==> src/rtl/aexm_intc_pkg.sv <==
// aexm_intc_pkg: shared FSM state type, execute-stage opcode constants
// and the safe instruction border check used by the interrupt sequencer.
package aexm_intc_pkg;

    typedef enum logic [1:0] {
        IDLE    = 2'd0,
        ARM     = 2'd1,
        FIRE    = 2'd2,
        SERVICE = 2'd3
    } intcState_t;

    // Opcodes that must not be split from the following instruction
    localparam logic [5:0] OPC_IMM  = 6'o54;
    localparam logic [5:0] OPC_RTD  = 6'o55;
    localparam logic [5:0] OPC_BRU  = 6'o46;
    localparam logic [5:0] OPC_BRUI = 6'o56;
    localparam logic [5:0] OPC_BCC  = 6'o47;
    localparam logic [5:0] OPC_BCCI = 6'o57;

    // An interrupt may only be injected when execute advances, nothing is being
    // flushed, and the current instruction is not an IMM prefix, return or branch.
    function automatic logic safe_border(input logic xEn,
                                         input logic dSkip,
                                         input logic [5:0] opc);
        logic isSpecial;
        isSpecial = (opc == OPC_IMM)  || (opc == OPC_RTD)  ||
                    (opc == OPC_BRU)  || (opc == OPC_BRUI) ||
                    (opc == OPC_BCC)  || (opc == OPC_BCCI);
        return xEn && !dSkip && !isSpecial;
    endfunction

endpackage

==> src/rtl/aexm_intc_prio.sv <==
// aexm_intc_prio: combinational priority encoder. The search begins at
// 'start' and wraps around; the first set request found wins.
module aexm_intc_prio
    import aexm_intc_pkg::*;
#(
    parameter int NREQ = 8,
    parameter int IW   = $clog2(NREQ)
) (
    input  logic [NREQ-1:0] req,
    input  logic [IW-1:0]   start,
    output logic            valid,
    output logic [IW-1:0]   idx
);

    // Scan from the farthest offset down to 'start' so the nearest request is written last
    always_comb begin
        int j;
        j     = 0;
        valid = 1'b0;
        idx   = '0;
        for (int k = NREQ - 1; k >= 0; k--) begin
            j = int'(start) + k;
            if (j >= NREQ) begin
                j = j - NREQ;
            end
            if (req[j]) begin
                valid = 1'b1;
                idx   = IW'(j);
            end
        end
    end

endmodule

==> src/rtl/aexm_intc.sv <==
// aexm_intc: interrupt sequencer for the AEXM core. Picks a pending masked
// request, waits for a safe border in execute, forces a branch to the
// handler vector and then holds off further interrupts until irq_ret.
// Define AEXM_INTC_ROUND_ROBIN_EN for rotating priority; the default build
// uses fixed lowest-index priority.
module aexm_intc
    import aexm_intc_pkg::*;
#(
    parameter int          NREQ  = 8,
    parameter logic [31:0] VBASE = 32'h0000_0010
) (
    input  logic            gclk,
    input  logic            grst,
    input  logic            x_en,
    input  logic [5:0]      rOPC,
    input  logic            dSKIP,
    input  logic [NREQ-1:0] irq_req,
    input  logic            mask_we,
    input  logic [NREQ-1:0] mask_wdata,
    input  logic            irq_ret,
    output logic            cpu_interrupt,
    output logic [31:0]     irq_vector,
    output logic [NREQ-1:0] irq_ack,
    output logic [NREQ-1:0] irq_pend,
    output logic            irq_busy
);

    localparam int IW = $clog2(NREQ);

    intcState_t      r_state;
    intcState_t      w_nextState;
    logic [NREQ-1:0] r_mask;
    logic [IW-1:0]   r_win;
    logic [NREQ-1:0] w_pend;
    logic            w_safe;
    logic            w_prioValid;
    logic [IW-1:0]   w_prioIdx;
    logic [IW-1:0]   w_start;
    logic            w_fireExit;

    assign w_pend     = irq_req & r_mask;
    assign irq_pend   = w_pend;
    assign w_safe     = safe_border(x_en, dSKIP, rOPC);
    assign w_fireExit = (r_state == FIRE) && x_en;

`ifdef AEXM_INTC_ROUND_ROBIN_EN
    logic [IW-1:0] r_ptr;

    // Rotate the search start to just past the line that was serviced
    always_ff @(posedge gclk or posedge grst) begin
        if (grst) begin
            r_ptr <= '0;
        end else if (w_fireExit) begin
            r_ptr <= (r_win == IW'(NREQ - 1)) ? '0 : r_win + 1'b1;
        end
    end

    assign w_start = r_ptr;
`else
    assign w_start = '0;
`endif

    aexm_intc_prio #(
        .NREQ (NREQ),
        .IW   (IW)
    ) u_prio (
        .req   (w_pend),
        .start (w_start),
        .valid (w_prioValid),
        .idx   (w_prioIdx)
    );

    // Mask register, written by software and effective from the next cycle
    always_ff @(posedge gclk or posedge grst) begin
        if (grst) begin
            r_mask <= '0;
        end else if (mask_we) begin
            r_mask <= mask_wdata;
        end
    end

    // Capture the winning line when leaving IDLE; it stays fixed through ARM and FIRE
    always_ff @(posedge gclk or posedge grst) begin
        if (grst) begin
            r_win <= '0;
        end else if ((r_state == IDLE) && w_prioValid) begin
            r_win <= w_prioIdx;
        end
    end

    // State register
    always_ff @(posedge gclk or posedge grst) begin
        if (grst) begin
            r_state <= IDLE;
        end else begin
            r_state <= w_nextState;
        end
    end

    // Next-state logic; ARM gives up if its chosen line is withdrawn or masked
    always_comb begin
        w_nextState = r_state;
        case (r_state)
            IDLE: begin
                if (w_prioValid) begin
                    w_nextState = ARM;
                end
            end
            ARM: begin
                if (!w_pend[r_win]) begin
                    w_nextState = IDLE;
                end else if (w_safe) begin
                    w_nextState = FIRE;
                end
            end
            FIRE: begin
                if (x_en) begin
                    w_nextState = SERVICE;
                end
            end
            SERVICE: begin
                if (irq_ret) begin
                    w_nextState = IDLE;
                end
            end
            default: w_nextState = IDLE;
        endcase
    end

    // Outputs decoded from the state and win flops, so reset clears them at once
    always_comb begin
        cpu_interrupt = (r_state == FIRE);
        irq_busy      = (r_state == SERVICE);
        irq_vector    = '0;
        irq_ack       = '0;
        if (r_state == FIRE) begin
            irq_vector = VBASE + (32'(r_win) << 3);
        end
        if (w_fireExit) begin
            irq_ack = {{(NREQ - 1){1'b0}}, 1'b1} << r_win;
        end
    end

endmodule

==> config.mk <==
export PLATFORM = sky130hd
export DESIGN_NAME = aexm_intc
export DESIGN_NICKNAME = d
export VERILOG_FILES = /design/src/rtl/aexm_intc_pkg.sv /design/src/rtl/aexm_intc_prio.sv /design/src/rtl/aexm_intc.sv
export SDC_FILE = /design/constraint.sdc
export NUM_CORES = 1
export LEC_CHECK = 0
export ABC_AREA = 1
export CORE_MARGIN = 5
export CORE_UTILIZATION = 37
export CTS_BUF_LIST = sky130_fd_sc_hd__clkbuf_2
export DETAILED_ROUTE_END_ITERATION = 10
export GPL_ROUTABILITY_DRIVEN = 1
export GPL_TIMING_DRIVEN = 0
export PLACE_DENSITY = 0.84
export SLEW_MARGIN = 40
export SYNTH_ARGS = -nofsm -noshare
export SYNTH_HDL_FRONTEND = slang
export SYNTH_SLANG_ARGS = --single-unit
==> constraint.sdc <==
create_clock -name gclk -period 1.5 [get_ports gclk]
set_input_delay 0.225 -clock gclk [delete_from_list [all_inputs] [get_ports gclk]]
set_output_delay 0.225 -clock gclk [all_outputs]
set_load 0.03 [all_outputs]
==> metrics list, run 1 <==
- Antenna diodes: 0
* Tot GR Track Use: ~13%
- After clock tree synthesis, the flow added hold-fix buffers numbering 0.
* RSZ-0062 raised after global routing: true
- After synthesis, the share of cell area in mux cells is under 10%.
- Shortest clock period the worst path allows after layout: roughly 1.6 ns
* DRT Pass-1 Iters: 4
- Dividing the detail-routed via count by the number of cells gives approximately 4.
* Number of nets in the final layout: around 270
* Final worst-path cycle share: 104%
- Cells after Synth: 159
- Compared with the post-synthesis result, the final layout area differs by 60.2%.
- The die is between 60 and 70 um tall.
- Net switching is around half of the power.
- The later pin in the worst-skew pair is clocked with a latency of roughly 0.28 ns.
- STA puts the critical path data required time at approximately 1.3 ns.
- The first routing iteration left 11 violations.
* Final-layout setup total negative slack: -0.299 ns
- Nature of the critical path startpoint: flop
- The synthesized netlist occupies a cell area of roughly 0.0011 mm2.
- Adder-cell area share of the yosys netlist: ~1.1%
* CTS clock-pin slew for the worst setup and hold paths: between 0.1 and 0.15 ns
- Each instance of the synthesized netlist takes up on average ~7.2 um2.
* Hold Vio Cnt, Final: 0
- Worst EP arrival: roughly 1.3 ns
- Proportion of power drawn by flip-flops and latches: 25.1%
* Path category of the worst min-delay check: primary input to asynchronous set/reset pin
* Buffer depth of the longest clock path: 2
- The initial antenna violation count was 0.
* Buffers added on ports: 47
* Synth area leaders: sky130_fd_sc_hd__dfrtp_1 (28%), sky130_fd_sc_hd__buf_4 (19%), sky130_fd_sc_hd__nand2_1 (8.5%), sky130_fd_sc_hd__mux2_2 (7.8%), sky130_fd_sc_hd__inv_1 (6.5%)
- Synth top cells by count: sky130_fd_sc_hd__buf_4 (29), sky130_fd_sc_hd__nand2_1 (26), sky130_fd_sc_hd__inv_1 (20), sky130_fd_sc_hd__nor2_1 (19), sky130_fd_sc_hd__dfrtp_1 (13)
- Register bit total from synthesis: 13
- Setup violations remaining at the end of the flow were counted as 8.
- Largest area contributor in the netlist: sky130_fd_sc_hd__dfrtp_1
- The final route contains roughly 1200 vias.
- The finished layout holds ~290 standard cells, fillers aside.
- Placed insts: between 200 and 300
* Clock group share of total power: between 9 and 10%
* Io pins: slightly below 80
- PwrDens: between 1000 and 1500 mW/mm2
- Summing the areas of all compound-gate instances in the mapped netlist gives about 7.6% of the synthesized area.
- Number of flops mapped to enable cells by yosys: 0
* DP Wirelength: ~2.3 mm
- The internal portion of the total power is between 1000 and 1500 uW.
- Of all flip-flops after synthesis, the portion carrying an async set or reset was 100%.
* Final slew viol count: 0
- The first global-routing pass estimated between 4 and 5 mm of wire.
- Sequential cells were found to cover roughly 28% of the synthesized design area.
- Once detail routing completed, the nets flagged for antenna violations numbered 0.
- Among all flip-flop cells after synthesis, the most frequent one is sky130_fd_sc_hd__dfrtp_1.
- Maximum clock rate: 638 MHz
- Tot Pwr: approximately 2000 uW
* Htree depth: 1
* Initial core utilization: a little under two fifths
- Xor/xnor cell area share of the yosys netlist: 0%
* Most used standard cell by instance count after synthesis: sky130_fd_sc_hd__buf_4
- Critical Setup Path Class: flop to output pin
- The floorplan step defined a core boundary enclosing approximately 0.0030 mm2.
- Layout cells sized above 1: around 40%
- Result of the run: complete, but fails checks
- Number of buffers inserted during clock tree synthesis: 3
* Switching power: between 900 and 1000 uW
- Number of maximum-capacitance violations: 0
- Post-synth top area share: between 20 and 30%
* Worst IR drop on VDD: around 0.00061 V
- After synthesis, the netlist uses 27 different library cells.
- Largest fanout on the critical path: 7
- After global routing the overflow that remains totals 0.
- Setup skew after layout: roughly 0.0085 ns
- STA classifies the critical path endpoint as an output pin.
- Pin count of the biggest net entering global routing: 14
* Total number of yosys warnings: 0
- GP Congestion: between 0.7 and 0.8
- In this run the horizontal extent of the chip is between 60 and 70 um.
* Average wire per cell in the routed design: between 9 and 10 um
- Root buffer cell: sky130_fd_sc_hd__clkbuf_2
* Simple-gate share of the synthesized area: ~27%
- By area, the combinational part of the netlist is dominated by buffers and inverters.
* Total die area: roughly 0.0043 mm2
- Clock tree from TritonCTS: built
* Total Routed Length: about 2.8 mm
* Number of global-route vias before repair: between 1000 and 1500
* Worst path setup slack after routing: -0.0668 ns
- Failing checks: negative setup slack
* LEAKAGE: just over 0.001 uW
- Setup slack at placement: -0.570 ns
* Number of sinks on the clock net: 13
- Combinational share of power: 65.8%
* Number of rows in the core area: 20
- In the routed design, unresolved DRC markers number 0.
## cells by family (layout without fill, tap and decap cells)
logic type,count (synthesis),after routing
AND/OR/NAND/NOR,66,66
buffers and inverters,55,111
AO/OA/AOI/OAI,15,15
flip-flops,13,13
multiplexers,8,8
adder cells (fa/ha/maj),1,1
other,1,28
## stage by stage
stage / instance area [um2] / hold slack, ns / util, %
final: 1840 / 0.237 / 60.8
after global routing: 1840 / 0.272 / 60.8
after CTS: 1840 / 0.250 / 60.7
after detailed placement: 1780 / 0.496 / 58.7
after global placement: 1780 / 0.491 / 58.7
after floorplan: 1250 / 0.102 / -
## final cells by class
cell class | count | area, um2
fill | 280 | 1190
multi-input combinational | 118 | 661
timing repair buffer | 52 | 460
sequential | 13 | 328
buffer | 30 | 221
inverter | 25 | 96.3
tap | 44 | 55.1
clock buffer | 3 | 15.0
clock inverter | 1 | 5.00
## sequential cells by signal, indices dropped and copies added (netlist names), named ones only
register	cells
r_win	3
r_state	1
r_mask	8
## critical path: stages (launching register included)
cell and delay, ns:
sky130_fd_sc_hd__dfrtp_2 0.43, sky130_fd_sc_hd__buf_6 0.14, sky130_fd_sc_hd__inv_2 0.07, sky130_fd_sc_hd__nor2_4 0.09, sky130_fd_sc_hd__inv_1 0.07, sky130_fd_sc_hd__nor2_1 0.10
sky130_fd_sc_hd__buf_4 0.16
## metal layers
metal  share of wire (%)  up-vias  wire, um  GRT usage, %
met5                   0        -         0             0
met4                0.35        0        10          3.89
met3                 9.9        2       279          4.27
met2                  53       49      1500          24.7
met1                  37      496      1030          14.6
li1                    -      606         -             -
## what timing repair did
| action | in CTS | in global routing |
|---|---|---|
| gates resized for setup | 91 | 26 |
| pin swaps | 3 | 3 |
| hold endpoints to repair | 0 | 0 |
| setup endpoints to repair | 22 | 21 |
| buffers inserted | 4 | 1 |
## cells in the final DEF, fill, tap and decap left out, drive strengths merged, types with 7 or more instances in the layout
master,n
nand3,9
nand2,32
dfrtp,13
clkbuf,8
o21ai,7
nor2,22
mux2,8
conb,28
buf,47
clkdlybuf4s50,25
inv,24
## final timing paths
path                                       startpoint                         end  slack, ns  cells past startpoint
min in group gclk                             mask_we       r_mask[1]$_DFFE_PP0P_       0.45                      2
worst max-delay path             r_win[1]$_DFFE_PP0P_                  irq_ack[2]      -0.07                      6
worst min-delay path                             grst       r_mask[1]$_DFFE_PP0P_       0.24                      2
worst max register to register   r_win[1]$_DFFE_PP0P_      r_state[0]$_DFFE_PP0P_       0.12                      8
worst min register to register  r_mask[5]$_DFFE_PP0P_       r_mask[5]$_DFFE_PP0P_       0.53                      1
max in group asynchronous                        grst  asynchronous set/reset pin       0.91                      2
## power by group through the flow
stage | combinational (uW) | clock, uW | sequential, uW
4_1_cts | 1310 | 193 | 510
6_report | 1340 | 186 | 512
5_1_grt | 1490 | 205 | 525
2_1_floorplan | 875 | 0 | 514
3_5_place_dp | 1160 | 0 | 535
3_3_place_gp | 1130 | 0 | 531
Power figures use the tool's default switching activity.
==> inputs of run 2 (changes only) <==
- CORE_MARGIN: 5 -> unset
- HOLD_SLACK_MARGIN: unset -> 0.05
==> run 2 against run 1 <==
Net effect:
- the run ends with design-rule violations, negative setup slack left
- sequential power increased by 4%
- setup slack improved by 0.016 ns
- global-route usage increased by 2.8 points
- non-clock buffer count increased by 2
- clock-buffer cell count increased by 1
- clock power about the same
- core utilization increased by 4.6 points
- final cell count decreased by 3.8%
- routed wire length decreased by 7.5%
- via count increased by 3.7%
- final area increased by 1.3%
==> metrics list, run 2 (same netlist as run 1, synthesis figures left out) <==
- After detailed routing, the number of remaining DRC violations is 7.
* Shortest clock period the worst path allows after layout: ~1.6 ns
- Critical path required time: between 1 and 1.5 ns
* Detail Route Antenna Nets: 0
* Die width: roughly 58 um
- After floorplanning, the core was sized to cover between 0.002 and 0.003 mm2.
- Port buffering added 47 buffers.
* Total of fill cells in the finished design: between 200 and 300
- The register with the most flip-flops in the layout has 8 of them.
* Top Registers: r_mask (8), r_win (3), r_state (1)
* Tot Pwr: about 2100 uW
* Hold Vio Cnt, Final: 0
- Critical Setup Path Class: primary input to output pin
- RSZ-0062 raised after global routing: true
- The die is between 50 and 60 um tall.
- The min-delay analysis places its worst path in the category primary input to asynchronous set/reset pin.
- Htree depth: 1
- Synth-to-layout area growth: 62.2%
- Excluding fillers, the count of instances in the completed layout stands at approximately 280.
- The initial antenna violation count came to 0.
* Routed vias/inst: ~4.3
- Largest fanout on the critical path: 4
* Total die area: 0.00333 mm2
- Commonest cells after routing, fill and taps aside: sky130_fd_sc_hd__buf_4 (43), sky130_fd_sc_hd__conb_1 (28), sky130_fd_sc_hd__clkdlybuf4s50_1 (25), sky130_fd_sc_hd__nand2_1 (24), sky130_fd_sc_hd__inv_1 (17)
* Buffer depth of the longest clock path: 2
- Antenna diodes: 0
- Final-layout worst hold slack: 0.254 ns
- Number of rows in the core area: 19
- Placed insts: approximately 260
* Total Routed Length: 2.61 mm
* Failing checks: design-rule violations, negative setup slack
- DRT Pass-1 Iters: 7
- Average wire per cell in the routed design: around 9.5 um
* Initial core utilization: 40.3%
* Root buffer cell: sky130_fd_sc_hd__clkbuf_2
* Most frequent standard cell in the layout excluding fill and tap cells: sky130_fd_sc_hd__buf_4
* Clock tree from TritonCTS: built
* Result of the run: complete, but fails checks
- The final route contains roughly 1200 vias.
- Clock latency on the worst-skew pair, taken at its later pin, is about 0.27 ns.
- Maximum clock rate: about 640 MHz
- Setup skew after layout: just under 0.006 ns
- After layout, the worst setup slack is -0.0507 ns.
- Across every metal layer, demand over resource in global routing totals 16.2%.
- Worst EP arrival: between 1 and 1.5 ns
- Io pins: 78
* Register ranked first by flip-flop count: r_mask
- For the worst flop-to-flop path, the logic depth is 10.
- Number of DRC markers in iteration 0: 37
- The worst setup path is captured at an output pin.
* CTS clock-pin slew for the worst setup and hold paths: 0.13 ns
- GP Congestion: 0.807
- The tool flagged a number of max-cap violations equal to 0.
- The worst-case IR drop observed on VDD is 0.000657 V.
- After global routing the overflow that remains totals 0.
- The final layout contains about 270 nets.
- Setup violations remaining at the end of the flow were counted as 9.
- Entering global routing, the biggest net connects 14 pins.
* DP Wirelength: around 2.1 mm
- The first global-routing pass estimated between 4 and 5 mm of wire.
- Nature of the critical path startpoint: primary input
- Number of buffers inserted during clock tree synthesis: 3
* PwrDens: 1130 mW/mm2
* Layout cells sized above 1: ~41%
- Number of global-route vias before repair: 1040
* Final worst-path cycle share: 103%
- LEAKAGE: roughly 0.0010 uW
- CTS saw 13 sinks.
* Final slew viol count: 0
[run 2: changes by cell type in the layout (fill, tap and decap cells not counted)]
cell	previous run	this run
sky130_fd_sc_hd__nor2_2	6	9
sky130_fd_sc_hd__nor2_1	13	10
sky130_fd_sc_hd__inv_2	5	6
sky130_fd_sc_hd__buf_2	4	0
sky130_fd_sc_hd__clkinv_2	1	0
sky130_fd_sc_hd__inv_1	18	17
sky130_fd_sc_hd__buf_6	4	6
sky130_fd_sc_hd__clkbuf_2	7	8
sky130_fd_sc_hd__buf_4	39	43
[run 2: worst paths after layout]
| check | startpoint | endpoint | slack (ns) |
|---|---|---|---|
| worst min-delay path | grst | r_mask[1]$_DFFE_PP0P_ | 0.25 |
| max in group asynchronous | grst | r_win[2]$_DFFE_PP0P_ | 0.88 |
| worst max register to register | r_win[0]$_DFFE_PP0P_ | r_state[0]$_DFFE_PP0P_ | 0.15 |
| worst max-delay path | x_en | irq_ack[6] | -0.05 |
| min in group gclk | mask_we | r_mask[3]$_DFFE_PP0P_ | 0.46 |
| worst min register to register | r_mask[2]$_DFFE_PP0P_ | r_mask[2]$_DFFE_PP0P_ | 0.52 |
[run 2: through the flow]
| stage | util, % | cell area (um2) | TNS [ns] | setup WS [ns] |
|---|---|---|---|---|
| after floorplan | - | 1250 | 0 | 0.0720 |
| after global placement | 61.7 | 1760 | -7.17 | -0.555 |
| after detailed placement | 61.7 | 1760 | -7.38 | -0.557 |
| after CTS | 64.0 | 1830 | -0.253 | -0.0427 |
| after global routing | 65.4 | 1870 | -1.02 | -0.130 |
| final | 65.4 | 1870 | -0.263 | -0.0507 |
[run 2: what timing repair did]
item                                    in CTS  in global routing
setup buffers                                6                  1
pin swaps                                    5                  4
cloned                                       0                  0
endpoints found under the setup margin      22                 21
hold endpoints to repair                     0                  0
resized for setup                           97                 34
hold buffers                                 0                  0
[run 2: critical path: stages]
cell and delay, ns:
sky130_fd_sc_hd__clkdlybuf4s50_1 0.51, sky130_fd_sc_hd__inv_1 0.09, sky130_fd_sc_hd__nor2_4 0.13, sky130_fd_sc_hd__nand2_2 0.09, sky130_fd_sc_hd__nor2_1 0.11, sky130_fd_sc_hd__buf_4 0.17
[run 2: power breakdown]
group          internal, uW  leakage (uW)  switching, uW
combinational           589      0.000859            799
sequential              439      0.000153           92.0
clock                  70.7     0.0000166            112
total                  1100       0.00103           1000
[run 2: routing by layer]
layer  vias to the layer above  share of wire (%)  GRT usage, %
li1                        612                  -             -
met1                       519                 38          18.3
met3                         2                9.0          2.90
met2                        63                 53          30.9
met5                         -                  0             0
met4                         0               0.50          5.10
[run 2: final cells by class]
cell class	instances	area [um2]	area share (%)
Multi-Input combinational cell	118	668	35.8
Sequential cell	13	328	17.6
Tap cell	31	38.8	2.08
Clock buffer	4	20.0	1.07
Inverter	25	96.3	5.16
Buffer	30	221	11.9
Timing Repair Buffer	54	493	26.4
